**src/rtl/mp_cmd_sched_if.sv**
```systemverilog
// rtl/mp_cmd_sched_if.sv - request/offer bundle between mp mailboxes, scheduler and core thread schedulers
interface mp_cmd_sched_if #(
  parameter int PC_W   = 14,
  parameter int DATA_W = 32
);
  logic [15:0]          req_valid;
  logic [16*PC_W-1:0]   req_pc;
  logic [16*DATA_W-1:0] req_data;
  logic [15:0]          req_ack;
  logic [3:0]           mp_access;
  logic [3:0]           mp_access_ack;
  logic [4*PC_W-1:0]    mp_command_pc_out;
  logic [4*DATA_W-1:0]  mp_command_data_out;
  logic [7:0]           grant_src;
  logic [3:0]           timeout_flag;

  modport master (
    input  req_valid, req_pc, req_data, mp_access_ack,
    output req_ack, mp_access, mp_command_pc_out, mp_command_data_out, grant_src, timeout_flag
  );

  modport slave (
    output req_valid, req_pc, req_data, mp_access_ack,
    input  req_ack, mp_access, mp_command_pc_out, mp_command_data_out, grant_src, timeout_flag
  );
endinterface

```
**src/rtl/mp_cmd_sched.sv**
```systemverilog
// rtl/mp_cmd_sched.sv - per-destination round-robin command scheduler for the 4-core mp fabric
// Optional offer watchdog enabled by defining MP_SCHED_TIMEOUT_EN.
module mp_cmd_sched #(
  parameter int NCORE   = 4,
  parameter int PC_W    = 14,
  parameter int DATA_W  = 32,
  parameter int TIMEOUT = 255
) (
  input logic            clk,
  input logic            rstn,
  mp_cmd_sched_if.master bus
);
  typedef enum logic {IDLE = 1'b0, OFFER = 1'b1} state_t;

  if (NCORE != 4 || TIMEOUT < 1 || TIMEOUT > 255) begin : g_bad_param
    $error("mp_cmd_sched: NCORE must be 4 and TIMEOUT 1..255");
  end

  for (genvar d = 0; d < 4; d++) begin : g_dst
    localparam logic [1:0] D2 = 2'(d);

    state_t              state_q, state_d;
    logic [1:0]          last_q, grant_q, pick;
    logic                pick_ok, ack_hit, withdraw, expire, access_o;
    logic [3:0]          ack_col;
    logic [PC_W-1:0]     pc_q;
    logic [DATA_W-1:0]   data_q;

    assign ack_hit  = (state_q == OFFER) && bus.mp_access_ack[d];
    assign withdraw = (state_q == OFFER) && !bus.req_valid[{grant_q, D2}];

    // Scan last+4 down to last+1 so the nearest eligible source after last_q wins.
    always_comb begin : arb
      logic [1:0] cand;
      cand    = last_q;
      pick    = '0;
      pick_ok = 1'b0;
      for (int i = 4; i >= 1; i--) begin
        cand = last_q + 2'(i);
        if (bus.req_valid[{cand, D2}] && cand != D2) begin
          pick    = cand;
          pick_ok = 1'b1;
        end
      end
    end

    always_ff @(posedge clk or negedge rstn) begin
      if (!rstn) begin
        state_q <= IDLE;
        last_q  <= 2'd3;
        grant_q <= '0;
        pc_q    <= '0;
        data_q  <= '0;
      end else begin
        state_q <= state_d;
        if (state_q == IDLE && pick_ok) begin
          grant_q <= pick;
          pc_q    <= bus.req_pc[int'({pick, D2}) * PC_W +: PC_W];
          data_q  <= bus.req_data[int'({pick, D2}) * DATA_W +: DATA_W];
        end
        if (ack_hit || expire) last_q <= grant_q;
      end
    end

    always_comb begin
      state_d = state_q;
      case (state_q)
        IDLE:    if (pick_ok) state_d = OFFER;
        OFFER:   if (ack_hit || withdraw || expire) state_d = IDLE;
        default: state_d = IDLE;
      endcase
    end

    always_comb begin
      access_o = (state_q == OFFER);
      ack_col  = '0;
      if (ack_hit) ack_col[grant_q] = 1'b1;
    end

    for (genvar s = 0; s < 4; s++) begin : g_ack
      assign bus.req_ack[s*4+d] = ack_col[s];
    end

    assign bus.mp_access[d]                              = access_o;
    assign bus.mp_command_pc_out[d*PC_W +: PC_W]         = pc_q;
    assign bus.mp_command_data_out[d*DATA_W +: DATA_W]   = data_q;
    assign bus.grant_src[d*2 +: 2]                       = grant_q;

`ifdef MP_SCHED_TIMEOUT_EN
    logic [7:0] wait_q;
    logic       flag_q;

    // Ack and withdrawal both take precedence over abandoning the offer.
    assign expire = (state_q == OFFER) && !bus.mp_access_ack[d] &&
                    bus.req_valid[{grant_q, D2}] && (wait_q == 8'(TIMEOUT - 1));

    always_ff @(posedge clk or negedge rstn) begin
      if (!rstn) begin
        wait_q <= '0;
        flag_q <= 1'b0;
      end else begin
        flag_q <= expire;
        if (state_q != OFFER) wait_q <= '0;
        else if (!bus.mp_access_ack[d]) wait_q <= wait_q + 8'd1;
      end
    end

    assign bus.timeout_flag[d] = flag_q;
`else
    assign expire              = 1'b0;
    assign bus.timeout_flag[d] = 1'b0;
`endif
  end
endmodule
```
**src/flat_wrapper.sv**
```systemverilog
// flat-port wrapper written by rule: the top's interface ports become plain ports
module mp_cmd_sched_flat 
#(
  parameter int NCORE   = 4,
  parameter int PC_W    = 14,
  parameter int DATA_W  = 32,
  parameter int TIMEOUT = 255
)
  (clk, rstn, bus_req_valid, bus_req_pc, bus_req_data, bus_mp_access_ack, bus_req_ack, bus_mp_access, bus_mp_command_pc_out, bus_mp_command_data_out, bus_grant_src, bus_timeout_flag);
  mp_cmd_sched_if #(.PC_W(PC_W), .DATA_W(DATA_W)) bus_i ();
  input logic clk;
  input logic rstn;
  input wire logic [$bits(bus_i.req_valid)-1:0] bus_req_valid;
  input wire logic [$bits(bus_i.req_pc)-1:0] bus_req_pc;
  input wire logic [$bits(bus_i.req_data)-1:0] bus_req_data;
  input wire logic [$bits(bus_i.mp_access_ack)-1:0] bus_mp_access_ack;
  output wire logic [$bits(bus_i.req_ack)-1:0] bus_req_ack;
  output wire logic [$bits(bus_i.mp_access)-1:0] bus_mp_access;
  output wire logic [$bits(bus_i.mp_command_pc_out)-1:0] bus_mp_command_pc_out;
  output wire logic [$bits(bus_i.mp_command_data_out)-1:0] bus_mp_command_data_out;
  output wire logic [$bits(bus_i.grant_src)-1:0] bus_grant_src;
  output wire logic [$bits(bus_i.timeout_flag)-1:0] bus_timeout_flag;
  assign bus_i.req_valid = bus_req_valid;
  assign bus_i.req_pc = bus_req_pc;
  assign bus_i.req_data = bus_req_data;
  assign bus_i.mp_access_ack = bus_mp_access_ack;
  assign bus_req_ack = bus_i.req_ack;
  assign bus_mp_access = bus_i.mp_access;
  assign bus_mp_command_pc_out = bus_i.mp_command_pc_out;
  assign bus_mp_command_data_out = bus_i.mp_command_data_out;
  assign bus_grant_src = bus_i.grant_src;
  assign bus_timeout_flag = bus_i.timeout_flag;
  mp_cmd_sched #(.NCORE(NCORE), .PC_W(PC_W), .DATA_W(DATA_W), .TIMEOUT(TIMEOUT)) u_core (.clk(clk), .rstn(rstn), .bus(bus_i));
endmodule
```
**config.mk**
```make
export PLATFORM = sky130hd
export DESIGN_NAME = mp_cmd_sched_flat
export DESIGN_NICKNAME = d
export VERILOG_FILES = /design/src/rtl/mp_cmd_sched_if.sv /design/src/rtl/mp_cmd_sched.sv /design/src/flat_wrapper.sv
export SDC_FILE = /design/constraint.sdc
export NUM_CORES = 1
export LEC_CHECK = 0
export BUFFER_PORTS_ARGS = -buffer_cell sky130_fd_sc_hd__buf_2
export CAP_MARGIN = 10
export CORE_AREA = 5 5 378 380
export DETAILED_ROUTE_END_ITERATION = 7
export DIE_AREA = 0 0 383 385
export HOLD_SLACK_MARGIN = 0.1
export PLACE_DENSITY = 0.32
export SETUP_SLACK_MARGIN = 0.3
export SLEW_MARGIN = 20
export SYNTH_ARGS = -nofsm -noshare
export SYNTH_HDL_FRONTEND = slang
export SYNTH_SLANG_ARGS = --single-unit
```
**constraint.sdc**
```tcl
create_clock -name clk -period 3.6 [get_ports clk]
set_clock_uncertainty 0.05 [all_clocks]
set_input_delay 0.36 -clock clk [delete_from_list [all_inputs] [get_ports clk]]
set_output_delay 0.36 -clock clk [all_outputs]
set_load 0.05 [all_outputs]
```
==> results.yml <==
clock_network:
  cts_tree: "done"
  cts_max_level: 1
  clk-insertion-delay-late_ps: 620
  cts_sinks: 204
  cts_root_buffer: "clkbuf_16"
  numCtsBuffers: 31
  clkTransAtPathRegs_ps: 60
  cts_buffer_depth: 3
sta:
  hold_violations: 0
  slew_headroom_pct: 42.9
  drv_slew: 0
  max_freq_ghz: 0.317
  setup_violations: 0
  fin_crit_sh_pct: 87.7
  rsz0062_at_grt: "yes"
  worstMarginPinSlew_ps: 856
  fin_setup_tns_ps: 0
  period_minus_slack_ps: 3160
  setup_ws_ps: 442
power:
  p_comb_share_pct: 75.2
  internal_power_mw: 14.1
  switchingPower_mw: 16.6
  leakage_nw: 13.8
  pwr-share-seq_pct: 15.0
  power_density_nw_per_um2: 1030
  swShare_pct: 54.1
  ir_drop_mv: 0.662
  finalPower_mw: 30.7
  power_frac_clock_pct: 9.9
grt:
  grt_pass1_wl_mm: 141
  track_usage_pct: 12.8
  overflow: 0
  antenna_found_initial: 29
  grt_pass1_vias: 20600
  grt_start_max_net_pins: 80
synth:
  synth_flop_cell: "dfrtp_1"
  synthCells: 1348
  synth.avg_cell_area_sq_um: 10.7
  ys_seq_area_share_pct: 35.6
  yosysWarnings: 0
  async_flop_share_pct: 100
  netlist_area_sq_um: 14400
  synth_edf_count: 0
  ys_seq_elements: 204
  synth_cell_types: 61
route:
  final_antenna_net_count: 0
  drc_errors: 0
  wire_per_inst_um: 21.1
  vias: 18300
  drt_iter0_markers: 692
  postRouteWirelength_mm: 102
  dr.pass1.iters: 5
  vias_per_cell: 3.80
setup_path:
  critPathCaptureType: "register"
  crit_required_ps: 4010
  max_stage_delay_ps: 580
  cp.arrival_ps: 3570
  setup.worst_path.class: "reg -> reg"
  crit_fanout: 38
  crit_chain: "inv_1, ha_2, mux4_2, inv_1, o21ai_0, mux2_8, buf_16, mux2i_2, o221ai_1"
  slowest_stage: "dfstp_2"
  cpMostUsedCell: "inv_1"
  worst_setup_path_start_kind: "register"
placement:
  dp_hpwl_mm: 76.3
  gp_congestion: 0.853
  pre_cts_slack_ps: 134
  portBuffers: 969
floorplan:
  coreArea_sq_um: 139000
  die_area_sq_um: 147000
  rows: 137
  fp.dieH_um: 385
  start_util_pct: 10.3
  fp.dieW_um: 383
  io-pin-count: 974
finish:
  drive_above_1_share_pct: 41.5
  area_growth_pct: 107
  final_nets: 3754
outcome:
  status: "finished, final reports clean"
job:
  cap_violations: 0
hold_path:
  hold_class: "in -> reg"
==> metrics by stage <==
stage	cells	util (%)	cell area [sq um]	hold WS (ps)
2_1_floorplan	1351	-	14400	14.4
3_3_place_gp	4065	15.6	21700	422
3_5_place_dp	4065	15.6	21700	418
4_1_cts	4800	21.2	29500	100
5_1_grt	4819	21.4	29700	121
6_report	4823	21.4	29800	158
==> power by group through the flow <==
stage,registers [mW],logic (mW),clock network (mW)
after floorplan,8.00,11.5,0
after global placement,4.65,21.9,0
after detailed placement,4.64,21.9,0
after CTS,4.61,22.9,3.19
after global routing,4.75,24.6,3.26
final,4.60,23.1,3.02
==> Yosys cell counts, drive strengths merged, types with 2 or more instances <==
| cell | number | area, sq um |
|---|---|---|
| a22o | 2 | 17.5 |
| or2 | 2 | 12.5 |
| nor2 | 18 | 67.6 |
| buf | 54 | 377 |
| a21oi | 6 | 30.0 |
| o31a | 2 | 17.5 |
| inv | 26 | 97.6 |
| mux2i | 338 | 3390 |
| o22ai | 7 | 43.8 |
| clkbuf | 77 | 410 |
| nand2b | 95 | 594 |
| mux4 | 8 | 188 |
| dfrtp | 196 | 4900 |
| o311ai | 2 | 17.5 |
| nand2 | 77 | 292 |
| a221oi | 45 | 638 |
| mux2 | 7 | 82.6 |
| ha | 16 | 200 |
| a31o | 2 | 17.5 |
| nand3 | 7 | 35.0 |
| dfstp | 8 | 210 |
| o221ai | 148 | 1300 |
| o32a | 2 | 20.0 |
| dlygate4sd1 | 3 | 26.3 |
| o21ai | 69 | 353 |
| a2111oi | 3 | 45.1 |
| nor4 | 45 | 282 |
| or4b | 45 | 450 |
| nor3 | 19 | 100 |
| a211o | 2 | 17.5 |
| or3 | 3 | 23.8 |
| nand3b | 2 | 15.0 |
==> cells by family (layout without fill, tap and decap cells) <==
family	Yosys count	count (layout)	share of synthesized area, %
muxes	353	354	25.5
and+or+nand+nor	314	314	13.1
AOI/OAI and AO/OA	300	300	18.1
DFF	204	204	35.6
buffers and inverters	160	1810	6.34
adders and majority gates	16	16	1.39
other	1	18	0.0261
==> layout by cell type, fill, tap and decap left out, types with 4 or more instances in the layout <==
cell	Yosys	routed
mux2i_1	337	326
o21ai_1	38	39
nor4_1	45	44
nor3_1	18	17
nor2_1	18	17
buf_4	20	48
clkbuf_16	0	32
dfrtp_1	196	196
clkinv_2	0	7
mux4_2	6	6
nand2b_1	95	94
nand2_1	76	74
dfstp_2	8	8
a221oi_2	39	39
o221ai_1	148	146
buf_12	0	27
conb_1	1	4
or4b_2	45	45
mux2i_2	1	5
ha_1	16	13
mux2i_4	0	7
buf_2	25	968
o21ai_0	29	27
clkbuf_1	64	12
inv_1	26	26
diode_2	0	14
a221oi_1	6	6
o22ai_1	7	7
mux2_2	6	4
nand3_1	7	5
dlygate4sd3_1	0	677
==> per-layer routing <==
layer | vias to the layer above | wire length [um] | GRT usage, % | part of all wire [%]
met5 | - | 23 | 0 | 0.023
met4 | 4 | 3230 | 4.04 | 3.2
met3 | 137 | 7320 | 3.33 | 7.2
met2 | 708 | 52400 | 23.8 | 52
met1 | 8914 | 38600 | 14.3 | 38
li1 | 8559 | - | - | -
==> path summary, 6_finish.rpt <==
check / startpoint / endpoint / slack, ps / depth (start not counted)
setup reg to reg: u_core.g_dst[2].last_q[1]$_DFFE_PN1P_ / u_core.g_dst[2].data_q[8]$_DFFE_PN0P_ / 440 / 9
hold reg to reg: u_core.g_dst[1].data_q[14]$_DFFE_PN0P_ / u_core.g_dst[1].data_q[14]$_DFFE_PN0P_ / 430 / 2
min in group asynchronous: rstn / u_core.g_dst[2].data_q[9]$_DFFE_PN0P_ / 280 / 2
max in group asynchronous: rstn / u_core.g_dst[1].last_q[1]$_DFFE_PN1P_ / 2260 / 3
hold / removal: bus_req_data[345] / u_core.g_dst[2].data_q[25]$_DFFE_PN0P_ / 160 / 3
setup / recovery: u_core.g_dst[2].last_q[1]$_DFFE_PN1P_ / u_core.g_dst[2].data_q[8]$_DFFE_PN0P_ / 440 / 9
==> worst max-delay path: cells and delay by family (launching register included) <==
family | cells | cell delay (ps)
DFF | 1 | 580
buffers and inverters | 3 | 440
AOI/OAI and AO/OA | 2 | 280
adders and majority gates | 1 | 420
muxes | 3 | 1200
==> flip-flops by register name, summed over array words and instances, names as in the netlist <==
name / flops
u_core.g_dst.data_q: 128
u_core.g_dst.grant_q: 8
u_core.g_dst.last_q: 8
u_core.g_dst.pc_q: 56
u_core.g_dst.access_o: 4
==> cell type report <==
type	instances	area, sq um
fillers	15200	109000
repair buffers	1729	12700
flip-flops and latches	204	5110
well taps	1807	2260
multi-input cells	988	8630
inverters	26	97.6
clock inverters	9	72.6
clock buffers	46	862
diodes	14	35.0
==> what timing repair did <==
action	in CTS	in global routing
buffers inserted	3	6
hold buffers	676	1
setup endpoints to repair	10	118
pin swaps	0	3
cloned	1	2
hold endpoints to repair	266	1
gates resized for setup	9	31
(Power assumes the default switching activity.)
